**src/rtl/bsg_manycore_npa_to_eva.sv**
```systemverilog
// Reverse address translator: network physical address (x, y, word EPA) back to the
// 32-bit byte EVA a vanilla core would have issued, over a 2-stage valid/ready pipeline.
module bsg_manycore_npa_to_eva #(
    parameter int data_width_p                 = 32,
    parameter int addr_width_p                 = 28,
    parameter int x_cord_width_p               = 6,
    parameter int y_cord_width_p               = 6,
    parameter int num_tiles_x_p                = 16,
    parameter int num_tiles_y_p                = 8,
    parameter int vcache_block_size_in_words_p = 8,
    parameter int vcache_size_p                = 4096,
    parameter int epa_word_addr_width_p        = 16
) (
    input  logic                      clk_i,
    input  logic                      reset_i,
    input  logic                      v_i,
    output logic                      ready_o,
    input  logic [x_cord_width_p-1:0] x_cord_i,
    input  logic [y_cord_width_p-1:0] y_cord_i,
    input  logic [addr_width_p-1:0]   epa_i,
    input  logic                      dram_enable_i,
    output logic                      v_o,
    input  logic                      ready_i,
    output logic [data_width_p-1:0]   eva_o,
    output logic                      is_dram_o,
    output logic                      is_invalid_o
);

    typedef enum logic [1:0] {
        CLS_INVALID = 2'd0,
        CLS_DRAM    = 2'd1,
        CLS_HOST    = 2'd2,
        CLS_GLOBAL  = 2'd3
    } npa_class_e;

    typedef struct packed {
        logic                    invalid;
        logic [data_width_p-1:0] eva;
    } eva_result_t;

    localparam int X_BITS    = $clog2(num_tiles_x_p);
    localparam int BANK_W    = X_BITS + 1;
    localparam int BLK_W     = $clog2(vcache_block_size_in_words_p);
    localparam int INDEX_W   = data_width_p - 1 - BANK_W - BLK_W - 2;
    localparam int EN_TOP    = BLK_W + INDEX_W;
    localparam int VC_W      = $clog2(vcache_size_p);
    localparam int DIS_PAD_W = data_width_p - 2 - 1 - X_BITS - VC_W - 2;
    localparam int HOST_W    = data_width_p - 5;
    localparam int GCORD_W   = 6;

    localparam logic [x_cord_width_p-1:0] NUM_X = x_cord_width_p'(num_tiles_x_p);
    localparam logic [y_cord_width_p-1:0] BOT_Y = y_cord_width_p'(num_tiles_y_p + 1);
    localparam logic [y_cord_width_p-1:0] HOST_Y = y_cord_width_p'(1);

    function automatic npa_class_e classify(
        input logic                      dram_en,
        input logic [x_cord_width_p-1:0] x,
        input logic [y_cord_width_p-1:0] y,
        input logic [addr_width_p-1:0]   epa
    );
        npa_class_e cls;
        cls = CLS_INVALID;
        if (!dram_en && (y == HOST_Y) && (x == '0) && epa[addr_width_p-1])
            cls = CLS_HOST;
        else if (((y == '0) || (y == BOT_Y)) && (x < NUM_X) && !epa[addr_width_p-1])
            cls = CLS_DRAM;
        else if (((epa >> epa_word_addr_width_p) == '0)
                 && ((x >> GCORD_W) == '0) && ((y >> GCORD_W) == '0))
            cls = CLS_GLOBAL;
        return cls;
    endfunction

    function automatic eva_result_t build_eva(
        input npa_class_e                cls,
        input logic                      dram_en,
        input logic [x_cord_width_p-1:0] x,
        input logic [y_cord_width_p-1:0] y,
        input logic [addr_width_p-1:0]   epa
    );
        eva_result_t res;
        logic        bot;
        res.invalid = 1'b0;
        res.eva     = '0;
        bot         = (y == BOT_Y);
        case (cls)
            CLS_DRAM: begin
                if (dram_en) begin
                    // Identity interleave: bank sits directly below the line index.
                    if ((epa >> EN_TOP) != '0)
                        res.invalid = 1'b1;
                    else
                        res.eva = {1'b1, epa[BLK_W +: INDEX_W], bot, x[X_BITS-1:0],
                                   epa[BLK_W-1:0], 2'b00};
                end else begin
                    if ((epa >> VC_W) != '0)
                        res.invalid = 1'b1;
                    else
                        res.eva = {1'b1, 1'b0, {DIS_PAD_W{1'b0}}, bot, x[X_BITS-1:0],
                                   epa[VC_W-1:0], 2'b00};
                end
            end
            CLS_HOST: begin
                res.eva = {2'b11, 1'b0, epa[HOST_W-1:0], 2'b00};
            end
            CLS_GLOBAL: begin
                res.eva = {2'b01, y[GCORD_W-1:0], x[GCORD_W-1:0],
                           epa[epa_word_addr_width_p-1:0], 2'b00};
            end
            default: begin
                res.invalid = 1'b1;
            end
        endcase
        if (res.invalid)
            res.eva = '0;
        return res;
    endfunction

    logic                      vld_p1;
    logic                      vld_p2;
    logic                      s2_ready;
    logic                      s1_advance;
    logic                      accept;

    npa_class_e                cls_p1;
    logic [x_cord_width_p-1:0] x_p1;
    logic [y_cord_width_p-1:0] y_p1;
    logic [addr_width_p-1:0]   epa_p1;
    logic                      dram_en_p1;
    eva_result_t               res_p1;

    logic [data_width_p-1:0]   eva_p2;
    logic                      is_dram_p2;
    logic                      is_invalid_p2;

    assign s2_ready   = ~vld_p2 | ready_i;
    assign s1_advance = vld_p1 & s2_ready;
    assign ready_o    = ~vld_p1 | s1_advance;
    assign accept     = v_i & ready_o;

    always_ff @(posedge clk_i or posedge reset_i) begin
        if (reset_i) begin
            vld_p1 <= 1'b0;
            vld_p2 <= 1'b0;
        end else begin
            if (ready_o)
                vld_p1 <= v_i;
            if (s2_ready)
                vld_p2 <= vld_p1;
        end
    end

    // Stage 1: capture fields and decode the address class
    always_ff @(posedge clk_i) begin
        if (accept) begin
            cls_p1     <= classify(dram_enable_i, x_cord_i, y_cord_i, epa_i);
            x_p1       <= x_cord_i;
            y_p1       <= y_cord_i;
            epa_p1     <= epa_i;
            dram_en_p1 <= dram_enable_i;
        end
    end

    assign res_p1 = build_eva(cls_p1, dram_en_p1, x_p1, y_p1, epa_p1);

    // Stage 2: assembled EVA and flags
    always_ff @(posedge clk_i) begin
        if (s1_advance) begin
            eva_p2        <= res_p1.eva;
            is_invalid_p2 <= res_p1.invalid;
            is_dram_p2    <= ~res_p1.invalid & res_p1.eva[data_width_p-1];
        end
    end

    // Data registers are not reset, so outputs are qualified by the stage valid.
    assign v_o          = vld_p2;
    assign eva_o        = vld_p2 ? eva_p2 : '0;
    assign is_dram_o    = vld_p2 & is_dram_p2;
    assign is_invalid_o = vld_p2 & is_invalid_p2;

endmodule

```
**config.mk**
```make
export PLATFORM = sky130hd
export DESIGN_NAME = bsg_manycore_npa_to_eva
export DESIGN_NICKNAME = d
export VERILOG_FILES = /design/src/rtl/bsg_manycore_npa_to_eva.sv
export SDC_FILE = /design/constraint.sdc
export NUM_CORES = 1
export LEC_CHECK = 0
export ABC_AREA = 1
export BUFFER_PORTS_ARGS = -buffer_cell sky130_fd_sc_hd__buf_2
export CORE_MARGIN = 1.5
export CORE_UTILIZATION = 45
export CTS_CLUSTER_SIZE = 16
export DETAILED_ROUTE_END_ITERATION = 12
export PLACE_DENSITY = 0.75
export SLEW_MARGIN = 20
export SYNTH_ARGS = -nofsm -noshare
export SYNTH_HDL_FRONTEND = slang
export SYNTH_SLANG_ARGS = --single-unit
```
**constraint.sdc**
```tcl
create_clock -name clk_i -period 5.3 [get_ports clk_i]
set_input_delay 0.265 -clock clk_i [delete_from_list [all_inputs] [get_ports clk_i]]
set_output_delay 0.265 -clock clk_i [all_outputs]
set_load 0.01 [all_outputs]
```
# == Word-level counts from Yosys, hierarchy flattened ==
# Index checks and enable logic that the tools add are counted.
# totals
reg_bits,79
latch_bits,0
mem_bits_rw,0
rom_bits,0
inputBits,45
output_inout_bits,36
elab_cells,53
n_memories,0
# op_classes
addsub,0
n_mul,0
n_div,0
n_lt_le_gt_ge,1
n_eq_ne,6
shifts,0
n_mux,11
bitwise_logic,10
n_reduce_logical,14
# op_table
cell,n
2-to-1 mux 32 bit,4
one-hot mux 32 bit (3 select lines),1
nonzero test 28 bit,2
2-to-1 mux 33 bit,1
zero test 28 bit,1
== test 6 x 4 -> 1 bit (second input constant),2
zero test 6 bit,2
== test 6 x 1 -> 1 bit (second input constant),1
< comparator 6 x 5 -> 1 bit (second input constant),1
bitwise AND 1 bit,5
logical AND 1 bit,5
== test 2 bit (second input constant),2
2-to-1 mux 2 bit,2
inverter 1 bit,3
== test 2 x 1 -> 1 bit (second input constant),1
zero test 1 bit,2
2-to-1 mux 1 bit,2
bitwise OR 1 bit,2
one-hot mux 1 bit (2 select lines),1
OR reduction 2 bit,1
logical OR 1 bit,1

# == Longest topological paths before layout ==
# logic_depth
word_depth,6
ltp_mapped,8
ltp_nobuf,7

# == Least setup slack after synthesis ==
# No wires, ideal clock.
# synth_path
path_type,register to register
startpoint,register vld_p2 (netlist: v_o)
endpoint,"register eva_p2[10], enable pin"
setup_ps,429
t_arrival_ps,2139
required_time_ps,4871
setup_slack_ps,2731
path_stages_with_launch,3
n_path_buf,1
synth_period_minus_slack_ps,2569
path_cell_list,dfrtp_1 -> clkbuf_1 -> a21oi_1
# synth_via
elab_chain_len,3
# synth_lines
element,line,source
"start, declared",119,logic vld_p2;
"start signal, assigned",148,vld_p2 <= vld_p1;
inverter 1 bit,135,assign s2_ready = ~vld_p2 | ready_i;
bitwise OR 1 bit,135,
bitwise AND 1 bit,136,assign s1_advance = vld_p1 & s2_ready;
net s1_advance,121,logic s1_advance;
"end signal, assigned",168,eva_p2 <= res_p1.eva;
"end, declared",131,logic [data_width_p-1:0] eva_p2;
# The timed path passes the listed nets, and every way through them passes these cells.
# A chain may end at the register's enable or synchronous reset.

# == Worst setup path after layout ==
# layout_path
startpoint,register vld_p2 (netlist: v_o)
endpoint,"register epa_p1[8], enable pin"
# layout_via
elab_chain_len,5
# layout_lines
element,line,source
inverter 1 bit,135,
bitwise OR 1 bit,135,
bitwise AND 1 bit,136,
bitwise OR 1 bit,137,assign ready_o = ~vld_p1 | s1_advance;
bitwise AND 1 bit,138,assign accept = v_i & ready_o;
net accept,122,logic accept;
"end signal, assigned",158,epa_p1 <= epa_i;
"end, declared",127,logic [addr_width_p-1:0] epa_p1;
# The timed path passes the listed nets, and every way through them passes these cells.

==> run summary <==
grt ovf - 0
gr usage total - 0.185
clk_skew - 8.61 ps
fraction of layout cells with a size suffix above 1 - 0.267
Routed WL - 7180 um
Cell Pwr Density - 328 nW/um^2
DR iter-0 viols - 151
clock tree root buffer cell - clkbuf_8
clk buf depth - 2
later-pin clock latency in the skew report - 340 ps
count of input and output buffers - 78
DR vias - 2591
Initial Util - 0.464
most common cell after layout, fill and taps aside - nand2_1
fmax - 0.487 GHz
max cap viols - 0
RSZ-0062 raised after global routing - false
Multi-input gate area - 1020 um^2
Worst Path Arrival - 2030 ps
type of origin of the critical path - flop
die area - 8470 um^2
minimum clock period - 2050 ps
Hold Path Class - in -> reg
data required time of the worst path - 5280 ps
post-route ant nets - 0
kind of critical path - reg -> reg
number of H-tree levels - 3
Worst-path clk slew - 80 ps
routability cong. - 0.905
largest net degree at the start of global routing - 44
n_diodes - 0
I/O pin cnt - 81
core outline area - 7690 um^2
sequential area share after synthesis - 0.637
Crit. End Element - flop
Distinct cells, synth - 31
CTS Sinks - 76
period utilization - 0.388
Pleak - 2.05 nW
synthesis-to-finish area growth - 19.4%
fin util - 0.554
Die W - 92.1 um
max incr delay on CP - 750 ps
max-slew violation count - 0
worst-path fanout max - 43
DR vias/cell - 4.83
die height - 92.1 um
Mapped Cells - 349
Setup-failing EPs final - 0
TNS Setup - 0 ps
worst-path cell chain - nand3_1 > nand2_1 > inv_1 > buf_4
first-pass GRT wire length - 12000 um
initial antenna violation count - 0
Peak supply drop - 0.178 mV
commonest non-fill, non-tap cells in the layout - nand2_1, buf_2, edfxtp_1
Final #Nets - 474
# fillers - 726
DR WL/cell - 13.4 um
register area - 2270 um^2
drt drc - 0
clock tree from TritonCTS - built
worst-margin pin slew - 974 ps
synth warn - 0
Fin. Hold Viols - 0
setup slack, reg-to-reg - 3250 ps
TritonRoute pass-1 iters - 4
Cell Area, Synth - 3570 um^2
status - finished, final reports clean
vias in the first global route - 2530
Core Rows - 32
#FFs+latches synth - 76
Detail Placement HPWL - 5340 um
Syn Area/Cell - 10.2 um^2
TritonCTS Buffers - 9
Power Total - 1.40 mW
crit path max-delay cell type - dfrtp_1
post-CTS setup buffers - 0
Worst slew margin - 0.351
[where the power goes]
group | switching (mW) | internal (mW) | total (mW)
Clock | 0.200 | 0.262 | 0.463
Sequential | 0.0397 | 0.725 | 0.765
Combinational | 0.106 | 0.0652 | 0.171
Total | 0.346 | 1.05 | 1.40
[Yosys cell counts]
master    count  area share
nand3_2       1      0.0028
nand4_1       1      0.0018
nor3_1        1      0.0014
conb_1        1      0.0011
nor4_1        3      0.0053
nand2_2       1      0.0018
clkbuf_1      5      0.0053
xnor2_1       1      0.0025
nor3b_1       1      0.0021
nand2_4       3      0.0095
nor2_4        2      0.0063
dfrtp_1       2       0.014
nor2_1       16       0.017
inv_1        51       0.054
nand3_4       1      0.0049
and3b_1       1      0.0025
nor2_8        2       0.011
o211ai_1      9       0.019
buf_4         3      0.0063
inv_2         2      0.0021
buf_2         4      0.0056
buf_6         1      0.0032
nand3_1      32       0.045
o211ai_2      1      0.0035
a21boi_1      5       0.011
nor2_2        6       0.011
edfxtp_1     74        0.62
a21oi_1       2      0.0028
nand2_1     111        0.12
inv_6         1      0.0025
o21ai_0       5      0.0070
[timing repair]
action                                 4_1_cts  5_1_grt
endpoints found under the hold margin        2        0
hold buffers                                 1        0
gates resized for setup                      0        0
[cell families (layout without fill, tap and decap cells)]
logic type / Yosys count / after routing / synth area share
AOI/OAI and AO/OA: 22 / 22 / 0.0428
other: 1 / 2 / 0.00105
DFF: 76 / 76 / 0.637
buffers and inverters: 67 / 151 / 0.0785
and+or+nand+nor: 182 / 182 / 0.238
xor gates and xnor gates: 1 / 1 / 0.00245
[path summary, 6_finish.rpt]
check | to | cells past startpoint | start
setup / recovery | epa_p1[8] | 4 | v_o
hold / removal | epa_p1[0] | 1 | epa_i[0]
setup reg to reg | epa_p1[8] | 4 | v_o
hold reg to reg | v_o | 2 | vld_p1
max in group asynchronous | v_o | 3 | reset_i
min in group asynchronous | vld_p1 | 3 | reset_i
[registers in the layout (all words and copies together) (netlist names)]
signal and count:
cls_p1 2, dram_en_p1 1, epa_p1 28, eva_p2 30, is_invalid_p2 1, v_o 1, vld_p1 1, x_p1 6
y_p1 6
[critical path, delay by kind of cell (launching register included)]
family / cells / cell delay [ps]
buffers and inverters: 2 / 510
and+or+nand+nor: 2 / 410
DFF: 1 / 750
[routing by layer]
metal	GRT usage	vias to the layer above	wire, um
met4	0.0910	0	97
met5	0	-	0
met2	0.291	99	3350
li1	-	1295	-
met1	0.247	1191	3200
met3	0.0357	6	522
[through the flow]
step / instances / area (um^2) / setup slack [ps] / hold WS, ps
finish: 536 / 4260 / 3250 / 98.5
global route: 536 / 4260 / 2990 / 82.1
CTS: 536 / 4260 / 3190 / 87.9
detailed placement: 519 / 4040 / 3210 / 119
global placement: 519 / 4040 / 3300 / 116
floorplan: 350 / 3570 / 2730 / 6.18
[area by class of cell]
class	instances	area share
Clock buffer	9	0.0291
Clock inverter	7	0.0214
Inverter	54	0.0487
Multi-Input combinational cell	207	0.240
Sequential cell	76	0.533
Tap cell	102	0.0299
Timing Repair Buffer	81	0.0975
(Power assumes the default switching activity.)
